`config.mk`:
```
export PLATFORM = sky130hd
export DESIGN_NAME = ffdiv_dispatch
export DESIGN_NICKNAME = d
export VERILOG_FILES = /design/src/rtl/ffdiv_pkg.sv /design/src/rtl/ffdiv_req_fifo.sv /design/src/rtl/ffdiv_dispatch.sv
export SDC_FILE = /design/constraint.sdc
export NUM_CORES = 1
export LEC_CHECK = 0
export CAP_MARGIN = 25
export CELL_PAD_IN_SITES_DETAIL_PLACEMENT = 2
export CELL_PAD_IN_SITES_GLOBAL_PLACEMENT = 2
export CORE_ASPECT_RATIO = 2
export CORE_UTILIZATION = 33
export DETAILED_ROUTE_END_ITERATION = 10
export PLACE_DENSITY_LB_ADDON = 0.15
export SYNTH_ARGS = -nofsm -noshare
export SYNTH_HDL_FRONTEND = slang
export SYNTH_HIERARCHICAL = 1
export SYNTH_SLANG_ARGS = --single-unit
```
`constraint.sdc`:
```
create_clock -name clk -period 3 [get_ports clk]
set_input_delay 0.6 -clock clk [delete_from_list [all_inputs] [get_ports clk]]
set_output_delay 0.6 -clock clk [all_outputs]
set_load 0.005 [all_outputs]
```
`src/rtl/ffdiv_pkg.sv`:
```
// Shared types and constants for the ffdiv request dispatcher.
// Defines operand/flag widths, the FSM state encoding and the queued request layout.
package ffdiv_pkg;

  localparam int OPERAND_WIDTH = 32;
  localparam int FLAG_SIZE     = 5;
  localparam int TAG_WIDTH     = 4;
  localparam int ITR_WIDTH     = $clog2(OPERAND_WIDTH);

  // Divider flag bit positions: {NaNF, OVF, INF, UF, ZF}
  localparam int NANF = 4;
  localparam int OVF  = 3;
  localparam int INF  = 2;
  localparam int UF   = 1;
  localparam int ZF   = 0;

  localparam logic [OPERAND_WIDTH-1:0] QNAN         = 32'h7FC0_0000;
  localparam logic [FLAG_SIZE-1:0]     TIMEOUT_FLAG = FLAG_SIZE'(1 << NANF);

  typedef enum logic [1:0] {
    IDLE     = 2'd0,
    ISSUE    = 2'd1,
    WAIT_RDY = 2'd2,
    DRAIN    = 2'd3
  } dispatch_state_e;

  typedef struct packed {
    logic [OPERAND_WIDTH-1:0] op1;
    logic [OPERAND_WIDTH-1:0] op2;
    logic [TAG_WIDTH-1:0]     tag;
  } req_entry_t;

  // Debug view: FSM state plus the iteration count sampled with the last result.
  typedef struct packed {
    dispatch_state_e          state;
    logic [ITR_WIDTH-1:0]     itr_count;
  } dispatch_dbg_t;

endpackage

```
`src/rtl/ffdiv_req_fifo.sv`:
```
// Synchronous request FIFO of req_entry_t; pointers wrap modulo DEPTH (power of two).
// Push is ignored when full and pop when empty; simultaneous push and pop are allowed.
module ffdiv_req_fifo
  import ffdiv_pkg::*;
#(
  parameter int DEPTH = 4
) (
  input  logic                     clk,
  input  logic                     rst_n,
  input  logic                     push,
  input  req_entry_t               push_data,
  input  logic                     pop,
  output req_entry_t               pop_data,
  output logic [$clog2(DEPTH):0]   count,
  output logic                     full,
  output logic                     empty
);

  localparam int              AW      = $clog2(DEPTH);
  localparam logic [AW:0]     DEPTH_C = (AW + 1)'(DEPTH);

  req_entry_t        mem [DEPTH];
  logic [AW-1:0]     wr_ptr;
  logic [AW-1:0]     rd_ptr;
  logic              do_push;
  logic              do_pop;

  assign full     = (count == DEPTH_C);
  assign empty    = (count == '0);
  assign do_push  = push & ~full;
  assign do_pop   = pop & ~empty;
  assign pop_data = mem[rd_ptr];

  always_ff @(posedge clk) begin
    if (do_push) begin
      mem[wr_ptr] <= push_data;
    end
  end

  always_ff @(posedge clk) begin
    if (!rst_n) begin
      wr_ptr <= '0;
      rd_ptr <= '0;
      count  <= '0;
    end else begin
      if (do_push) begin
        wr_ptr <= wr_ptr + 1'b1;
      end
      if (do_pop) begin
        rd_ptr <= rd_ptr + 1'b1;
      end
      case ({do_push, do_pop})
        2'b10:   count <= count + 1'b1;
        2'b01:   count <= count - 1'b1;
        default: count <= count;
      endcase
    end
  end

endmodule

```
`src/rtl/ffdiv_dispatch.sv`:
```
// Dispatcher in front of ffdiv_top: queues requests, issues one at a time, captures the
// divider result (or a timeout NaN) onto a valid/ready response port and keeps statistics.
module ffdiv_dispatch
  import ffdiv_pkg::*;
#(
  parameter int DEPTH     = 4,
  parameter int LAT_WIDTH = 8,
  parameter int TIMEOUT   = 64
) (
  input  logic                      clk,
  input  logic                      rst_n,
  // Request port: a request transfers on a rising edge where req_valid & req_ready.
  input  logic                      req_valid,
  output logic                      req_ready,
  input  logic [OPERAND_WIDTH-1:0]  req_op1,
  input  logic [OPERAND_WIDTH-1:0]  req_op2,
  input  logic [TAG_WIDTH-1:0]      req_tag,
  output logic                      div_en,
  output logic [OPERAND_WIDTH-1:0]  div_operand1,
  output logic [OPERAND_WIDTH-1:0]  div_operand2,
  input  logic                      div_ready,
  input  logic [OPERAND_WIDTH-1:0]  div_result,
  input  logic [FLAG_SIZE-1:0]      div_flag,
  input  logic [ITR_WIDTH-1:0]      div_itr_count,
  // Response port: a response transfers on a rising edge where rsp_valid & rsp_ready;
  // rsp_* hold steady while rsp_valid & ~rsp_ready.
  output logic                      rsp_valid,
  input  logic                      rsp_ready,
  output logic [OPERAND_WIDTH-1:0]  rsp_result,
  output logic [FLAG_SIZE-1:0]      rsp_flag,
  output logic [TAG_WIDTH-1:0]      rsp_tag,
  output logic [LAT_WIDTH-1:0]      rsp_latency,
  output logic                      rsp_timeout,
  output logic                      busy,
  output logic [31:0]               stat_count,
  output logic [31:0]               stat_lat_sum,
  output dispatch_dbg_t             dbg
);

  localparam logic [LAT_WIDTH-1:0] LAT_MAX   = '1;
  localparam logic [LAT_WIDTH-1:0] TIMEOUT_L = LAT_WIDTH'(TIMEOUT);

  dispatch_state_e           state;
  dispatch_state_e           state_next;
  logic                      pop;
  logic                      capture;
  logic                      expire;

  req_entry_t                push_entry;
  req_entry_t                head;
  logic [$clog2(DEPTH):0]    fifo_count;
  logic                      fifo_full;
  logic                      fifo_empty;

  logic [TAG_WIDTH-1:0]      cur_tag;
  logic [LAT_WIDTH-1:0]      lat_cnt;
  logic [LAT_WIDTH-1:0]      done_lat;
  logic [ITR_WIDTH-1:0]      itr_q;

  assign push_entry = '{op1: req_op1, op2: req_op2, tag: req_tag};

  ffdiv_req_fifo #(
    .DEPTH (DEPTH)
  ) u_fifo (
    .clk       (clk),
    .rst_n     (rst_n),
    .push      (req_valid & req_ready),
    .push_data (push_entry),
    .pop       (pop),
    .pop_data  (head),
    .count     (fifo_count),
    .full      (fifo_full),
    .empty     (fifo_empty)
  );

  // req_ready comes from the registered count only, so a full FIFO never accepts
  // even when a pop happens in the same cycle.
  assign req_ready = ~fifo_full;
  assign busy      = (state != IDLE) || (fifo_count != '0);
  assign div_en    = (state == ISSUE) || (state == WAIT_RDY);

  assign dbg.state     = state;
  assign dbg.itr_count = itr_q;

  always_ff @(posedge clk) begin
    if (!rst_n) begin
      state <= IDLE;
    end else begin
      state <= state_next;
    end
  end

  always_comb begin
    state_next = state;
    pop        = 1'b0;
    capture    = 1'b0;
    expire     = 1'b0;
    case (state)
      IDLE: begin
        // A still-high ready from the previous op must drop before a new issue.
        if (!fifo_empty && !rsp_valid && !div_ready) begin
          pop        = 1'b1;
          state_next = ISSUE;
        end
      end
      ISSUE: begin
        state_next = WAIT_RDY;
      end
      WAIT_RDY: begin
        if (div_ready) begin
          capture    = 1'b1;
          state_next = DRAIN;
        end else if (lat_cnt >= TIMEOUT_L) begin
          expire     = 1'b1;
          state_next = DRAIN;
        end
      end
      DRAIN: begin
        if (!div_ready) begin
          state_next = IDLE;
        end
      end
      default: begin
        state_next = IDLE;
      end
    endcase
  end

  assign done_lat = capture ? lat_cnt : TIMEOUT_L;

  // Operands and tag load on the pop edge so they are valid for the whole ISSUE cycle.
  always_ff @(posedge clk) begin
    if (!rst_n) begin
      div_operand1 <= '0;
      div_operand2 <= '0;
      cur_tag      <= '0;
      lat_cnt      <= '0;
    end else if (pop) begin
      div_operand1 <= head.op1;
      div_operand2 <= head.op2;
      cur_tag      <= head.tag;
      lat_cnt      <= LAT_WIDTH'(1);
    end else if (div_en && (lat_cnt != LAT_MAX)) begin
      lat_cnt      <= lat_cnt + 1'b1;
    end
  end

  always_ff @(posedge clk) begin
    if (!rst_n) begin
      rsp_valid    <= 1'b0;
      rsp_result   <= '0;
      rsp_flag     <= '0;
      rsp_tag      <= '0;
      rsp_latency  <= '0;
      rsp_timeout  <= 1'b0;
      stat_count   <= '0;
      stat_lat_sum <= '0;
      itr_q        <= '0;
    end else if (capture || expire) begin
      rsp_valid    <= 1'b1;
      rsp_result   <= capture ? div_result : QNAN;
      rsp_flag     <= capture ? div_flag : TIMEOUT_FLAG;
      rsp_tag      <= cur_tag;
      rsp_latency  <= done_lat;
      rsp_timeout  <= expire;
      stat_count   <= stat_count + 32'd1;
      stat_lat_sum <= stat_lat_sum + 32'(done_lat);
      itr_q        <= capture ? div_itr_count : '0;
    end else if (rsp_valid && rsp_ready) begin
      rsp_valid    <= 1'b0;
    end
  end

endmodule

```
==> metrics.md, run 1 <==
| Metric | Value |
|---|---|
| Drt drc | `0` |
| Mapped Area | `18,330 µm²` |
| Final WS setup | `109.0 ps` |
| Drt pass-1 iters | `4` |
| Max Cap Viol | `0` |
| Endpoints failing hold | `0` |
| Skew-Pair Late Insertion Delay | `580 ps` |
| DP Area | `22,620 µm²` |
| CTS Hold Bufs | `0` |
| Layout cell share with drive strength beyond 1 | `14.25%` |
| Crit. End Element | `primary output` |
| Worst hold-check path type | `reg2reg` |
| Final number of max-transition violations | `0` |
| Layout area overhead | `32.04%` |
| Vias in the first global route | `13,937` |
| Crit-path most repeated cell | `buf_4` |
| Syn Area/Cell | `13.29 µm²` |
| GP Congestion | `0.7688` |
| Period utilization | `96.37%` |
| CTS H-tree depth | `2` |
| Ys Warns | `6` |
| Sequential Area | `12,320 µm²` |
| IO Port Bufs | `303` |
| Worst slack, placed | `-425.8 ps` |
| Fill count | `5,396` |
| Vias per cell | `4.953` |
| CTS tree | `yes` |
| Yosys cell types | `62` |
| DIE WIDTH | `168.6 µm` |
| Period minus WS final | `2891 ps` |
| Fmax achieved | `345.9 MHz` |
| Routed length per placed instance | `21.76 µm` |
| Multi-input gate area | `5650 µm²` |
| Design Area, Final | `24,200 µm²` |
| Root Buffer | `clkbuf_16` |
| GRT Residual Overflow | `0` |
| Initial Utilization | `33.54%` |
| Detailed Place HPWL | `36,280 µm` |
| Worst endpoint required time | `2400 ps` |
| Seq cells post-synth | `479` |
| PD cells | `705.9 nW/µm²` |
| First-pass GRT wire length | `82,500 µm` |
| Post-synth EDFFs | `272` |
| Seq/Total Area, Yosys | `67.17%` |
| Worst hold slack | `454.4 ps` |
| Status | `finished, final reports clean` |
| Mapped Nets | `1,515` |
| Initial antenna violation count | `5` |
| Height of the die | `335.3 µm` |
| CTS Buffer Depth | `3` |
| I/O pins | `304` |
| Kind of critical path | `reg2out` |
| Total GRT Usage | `19.38%` |
| NumNets Final | `1,856` |
| Slowest CP cell | `or4b_2` |
| Cell Chain, Critical Path | `buf_4, inv_1, ha_1, buf_4, or4b_2, dlygate4sd2_1` |
| Ys flop type | `edfxtp_1` |
| Row cnt | `121` |
| Crit path largest cell delay | `590 ps` |
| Initial DRC Count | `448` |
| Clock Pin Slew Worst Setup and Hold Paths | `60 ps` |
| Slew HR | `33.15%` |
| Largest net degree at the start of global routing | `78` |
| CTS Buf Count | `46` |
| CP top delay family | `buffers and inverters` |
| Worst IR Drop VDD | `577.9 µV` |
| Crit path launch type | `flop` |
| ANT nets after route | `0` |
| Core ar. | `54,650 µm²` |
| Total number of vias | `12,352` |
| Post-synthesis cell count | `1,379` |
| CP Buf/Inv Count | `4` |
| Leak pwr | `0.007904 µW` |
| Routed WL | `54,260 µm` |
| CP Max Fanout | `4` |
| Worst Path Arrival | `2290 ps` |
| Die area | `56,550 µm²` |
| Final core utilization | `44.28%` |
| Async S/R FF share, synth | `0%` |
| CTS sink count | `479` |
| Worst-margin pin slew | `1003 ps` |
| Setup violators final | `0` |
| Final clock skew | `27.00 ps` |
## final timing paths
kind	from	end	slack, ps	depth (start not counted)
setup / recovery	state[1]	busy	110	6
setup reg to reg	state[0]	stat_lat_sum[30]	140	12
hold / removal	rsp_tag[0]	rsp_tag[0]	450	2
hold reg to reg	rsp_tag[0]	rsp_tag[0]	450	2
## cells in the mapped netlist (2+ instances only)
cell type,number,area [µm²]
inv_1,18,67.56
nand2b_1,3,18.77
a31oi_1,9,56.30
a31o_2,2,17.52
and3_1,9,56.30
mux2i_1,6,60.06
a21bo_2,3,30.03
nand4_1,16,100.1
buf_2,9,45.04
nor4_1,4,25.02
o21ai_0,15,75.07
nor3_1,9,45.04
a2111oi_1,3,30.03
buf_4,5,37.54
a211oi_1,7,52.55
o21ai_1,2,10.01
or3_1,9,56.30
and4_1,5,43.79
nand3_1,55,275.3
clkbuf_1,59,221.5
and2_1,10,62.56
ha_1,19,237.7
buf_12,3,60.06
a21boi_0,2,15.01
edfxtp_1,272,8168
xnor2_1,31,271.5
nand2_1,236,885.9
fa_1,2,40.04
a21oi_1,141,705.7
mux4_2,68,1531
dfxtp_1,207,4144
a21o_1,3,22.52
xor2_1,26,227.7
nor2_1,77,289.0
nand3b_1,3,22.52
nor2b_1,5,31.28
## placed cells by master (no fill, tap or decap), types with 3 or more instances in the layout
cell type,instances
o21ai_0,15
nand3_1,55
nand2_1,235
buf_12,15
or3_1,9
clkinvlp_4,3
nand4_1,16
clkinv_2,10
mux4_2,68
a31oi_1,9
and2_1,5
and2_4,4
inv_1,17
clkbuf_1,13
ha_2,3
nand2b_1,3
xor2_1,26
a2111oi_1,3
mux2i_1,6
xnor2_1,31
a211oi_1,6
buf_4,52
and3_1,9
nor2b_1,4
nor3_1,9
and4_1,5
bufinv_16,4
a21o_1,3
ha_1,15
clkbuf_8,4
a21oi_1,141
dfxtp_1,205
nor2_1,77
clkdlybuf4s50_1,302
nand3b_1,3
clkbuf_16,46
a21bo_2,3
edfxtp_1,272
## layout make-up
| class | instances | area share [%] |
|---|---|---|
| tap | 738 | 3.816 |
| sequential | 479 | 50.90 |
| clock buffer | 63 | 5.186 |
| inverter | 19 | 0.3154 |
| antenna | 1 | 0.01034 |
| timing repair buffer | 371 | 15.43 |
| multi-input combinational | 803 | 23.35 |
| clock inverter | 20 | 0.9927 |
## metrics by stage
stage	total power, µW	TNS, ps	std cells
3_5_place_dp	11450	-13020	2407
4_1_cts	17450	0	2490
5_1_grt	17870	-3.542	2494
6_report	17080	0	2494
3_3_place_gp	11330	-10380	2407
2_1_floorplan	9703	-16.75	1379
## cells by family after synthesis
logic type | after synthesis | synth area share (%)
AOI/OAI and AO/OA | 196 | 6.219
xor gates and xnor gates | 57 | 2.724
adders and majority gates | 21 | 1.515
buffers and inverters | 97 | 2.464
DFF | 479 | 67.17
muxes | 74 | 8.683
and+or+nand+nor | 455 | 11.22
## tightest hold or removal path, stage by stage, from the launching register on
cell	delay [ps]
dfxtp_1	310
nand2_1	50
a21oi_1	50
## sequential cells by signal (all words and copies together) (netlist names), 4 cells and up, named ones only
signal	count
div_operand1	32
rsp_result	32
itr_q	5
cur_tag	4
stat_lat_sum	32
rsp_flag	5
div_operand2	32
rsp_tag	4
lat_cnt	8
u_fifo/mem	272
rsp_latency	8
stat_count	32
## routing by layer
metal,part of all wire (%),GRT usage (%),up-vias
met5,0.066,0,-
met4,2.8,6.422,6
met3,5.5,4.220,89
met2,56,38.20,327
met1,36,19.71,6259
li1,-,-,5671
## where the power goes
| part | switching [µW] | internal, µW | total (µW) |
|---|---|---|---|
| registers | 321 | 7650 | 7970 |
| clock network | 2570 | 3300 | 5870 |
| logic | 1690 | 1550 | 3240 |
| total | 4580 | 12500 | 17100 |
## timing repair
action,4_1_cts,5_1_grt
cloned,0,1
setup endpoints to repair,11,15
endpoints found under the hold margin,0,0
pin swaps,0,1
setup buffers,0,2
resized for setup,2,14
No activity file was read; power rests on OpenSTA's default activity.
==> inputs of run 2 (changes only) <==
- REMOVE_ABC_BUFFERS: unset -> 1
==> run 2 against run 1 <==
- global-route usage rose by 0.13 points
- sequential share of layout area down 0.063 points
- critical path depth up 6
- register-to-register slack about the same
- clock skew up 7.2 ps
- combinational power about the same
- final area increased by 0.12%
- count of clock-buffer cells in the layout is 9 higher
- routed wire length increased by 0.15%
- non-clock buffer count down 1
- sequential power about the same
- clock power increased by 3.7%
- critical path type is now reg2reg
- critical endpoint is now u_fifo/count[2]
- highest routed layer unchanged
==> metrics.md, run 2 (synthesized netlist as in run 1, its figures left out) <==
| Metric | Value |
|---|---|
| Largest net degree at the start of global routing | `74 (-5.1%)` |
| Layout area overhead | `32.20%` |
| CTS sink count | `479 (unchanged)` |
| CTS tree | `yes` |
| Internal power | `12,680 µW (+1.4%)` |
| Initial DRC Count | `441 (-1.6%)` |
| Worst endpoint required time | `3490 ps (+1090 ps)` |
| Switching Share | `26.77% (-0.048 points)` |
| Status | `finished, final reports clean` |
| Routed WL | `54,340 µm (+0.15%)` |
| Period minus WS final | `2873 ps (-18.53 ps)` |
| I/O pins | `304 (unchanged)` |
| Period utilization | `95.75% (-0.62 points)` |
| Sequential share of power | `46.1% (-0.5 points)` |
| GRT Residual Overflow | `0 (unchanged)` |
| Root Buffer | `clkbuf_16` |
| PD cells | `714.4 nW/µm² (+1.2%)` |
| Sequential Area | `12,320 µm² (unchanged)` |
| Worst hold-check path type | `reg2reg` |
| Most flops, register | `u_fifo/mem` |
| CP Max Fanout | `4 (unchanged)` |
| Detailed Place HPWL | `35,940 µm (-0.94%)` |
| Layout cell share with drive strength beyond 1 | `14.12% (-0.12 points)` |
| Kind of critical path | `reg2reg` |
| Vias in the first global route | `14,209 (+2.0%)` |
| GP Congestion | `0.7569 (-1.5%)` |
| Crit path launch type | `flop` |
| ANT nets after route | `0 (unchanged)` |
| Max Cap Viol | `0 (unchanged)` |
| Fill count | `5,435 (+0.72%)` |
| Clock Power Share | `35.2% (+0.8 points)` |
| NetSw | `4635 µW (+1.1%)` |
| Height of the die | `335.3 µm (unchanged)` |
| DIE WIDTH | `168.6 µm (unchanged)` |
| Skew-Pair Late Insertion Delay | `600 ps (+20 ps)` |
| Initial antenna violation count | `10 (+5)` |
| Slew HR | `32.21% (-0.95 points)` |
| Clock Pin Slew Worst Setup and Hold Paths | `60 ps (about the same)` |
| CTS Buf Count | `46 (unchanged)` |
| Final number of max-transition violations | `0 (unchanged)` |
| Drt pass-1 iters | `4 (unchanged)` |
| RSZ-0062 raised after global routing | `no` |
| Worst IR Drop VDD | `566.4 µV (-2.0%)` |
| First-pass GRT wire length | `83,700 µm (+1.5%)` |
| NumNets Final | `1,855 (-0.054%)` |
| Vias per cell | `4.973 (+0.41%)` |
| Total number of vias | `12,412 (+0.49%)` |
| Endpoints failing hold | `0 (unchanged)` |
| Worst-margin pin slew | `1017 ps (+14.23 ps)` |
| Most common cell after layout, fill and taps aside | `clkdlybuf4s50_1` |
| Total GRT Usage | `19.51% (+0.13 points)` |
| Design Area, Final | `24,230 µm² (+0.12%)` |
| Fmax achieved | `348.1 MHz (+0.65%)` |
| Setup violators final | `0 (unchanged)` |
| Row cnt | `121 (unchanged)` |
| Multi-input gate area | `5625 µm² (-0.44%)` |
| Commonest cells after routing, fill and taps aside | `clkdlybuf4s50_1, edfxtp_1, nand2_1` |
| IO Port Bufs | `303 (unchanged)` |
| Core ar. | `54,650 µm² (unchanged)` |
| Combinational group share of total power | `18.7% (-0.3 points)` |
| Max reg flops | `272 (unchanged)` |
| Overall power | `17,310 µW (+1.3%)` |
| CTS Buffer Depth | `3 (unchanged)` |
| Worst Path Arrival | `3360 ps (+1070 ps)` |
| Final clock skew | `34.24 ps (+7.237 ps)` |
| Drt drc | `0 (unchanged)` |
| Crit. End Element | `flop` |
| Die area | `56,550 µm² (unchanged)` |
| Initial Utilization | `33.54% (unchanged)` |
| Routed length per placed instance | `21.77 µm (about the same)` |
| Leak pwr | `0.007946 µW (+0.53%)` |
| DP Area | `22,620 µm² (about the same)` |
| CTS H-tree depth | `2 (unchanged)` |
==> run 2: cell types whose count changed in the layout (fill, tap and decap cells not counted), moves of 2 or more <==
cell	before	now
clkbuf_8	4	13
nor4_1	2	4
nor4_2	2	0
clkinvlp_4	3	0
clkinv_2	10	7
==> run 2: what timing repair did <==
item / CTS / global route
hold buffers: 0 / 0
gates resized for setup: 2 / 6
buffers inserted: 0 / 1
setup endpoints to repair: 1 / 19
pin swaps: 0 / 2
==> run 2: layer usage <==
| layer | up-vias | global-route usage, % | share of wire (%) |
|---|---|---|---|
| li1 | 5666 | - | - |
| met1 | 6310 | 19.95 | 36 |
| met2 | 322 | 38.26 | 56 |
| met3 | 102 | 4.184 | 5.0 |
| met4 | 12 | 6.750 | 3.0 |
| met5 | - | 0 | 0.15 |
==> run 2: final timing paths <==
check / start / endpoint / slack (ps) / depth (start not counted)
worst min-delay path: div_operand2[6] / div_operand2[6] / 460 / 2
worst max register to register: state[1] / u_fifo/count[2] / 130 / 12
worst min register to register: div_operand2[6] / div_operand2[6] / 460 / 2
worst max-delay path: state[1] / u_fifo/count[2] / 130 / 12
==> run 2: final cells by class <==
cell class                 instances  area share (%)
clock inverter                    13          0.6919
timing repair buffer             370           15.33
antenna                            2         0.02065
tap                              738           3.811
multi-input combinational        803           23.22
sequential                       479           50.84
inverter                          19          0.3150
clock buffer                      72           5.778
==> run 2: critical path, cell delays in order (launching register included) <==
cell and delay (ps):
dfxtp_1 310, buf_4 150, inv_1 80, ha_2 220, or4b_4 480, inv_2 70, nor2b_1 230, ha_1 220
inv_1 60, fa_1 370, xor2_1 150, or3_1 300, a21boi_0 160
==> run 2: per-stage QoR <==
step | hold slack (ps) | cells | TNS, ps | util [%] | setup WS (ps)
floorplan | 432.1 | 1301 | -163740 | - | -1180
global placement | 443.1 | 2408 | -4821 | 41.39 | -263.8
detailed placement | 449.7 | 2408 | -8956 | 41.39 | -381.2
CTS | 461.3 | 2493 | 0 | 44.26 | 27.51
global route | 480.7 | 2496 | 0 | 44.34 | 0.09459
finish | 457.1 | 2496 | 0 | 44.34 | 127.5
==> run 2: power by group through the flow <==
stage | registers [µW] | logic, µW | clock network, µW
6_report | 7980 | 3240 | 6090
5_1_grt | 8050 | 3540 | 6530
4_1_cts | 8000 | 3350 | 6310
3_5_place_dp | 8130 | 3330 | 0
3_3_place_gp | 8080 | 3240 | 0
2_1_floorplan | 8150 | 1460 | 0
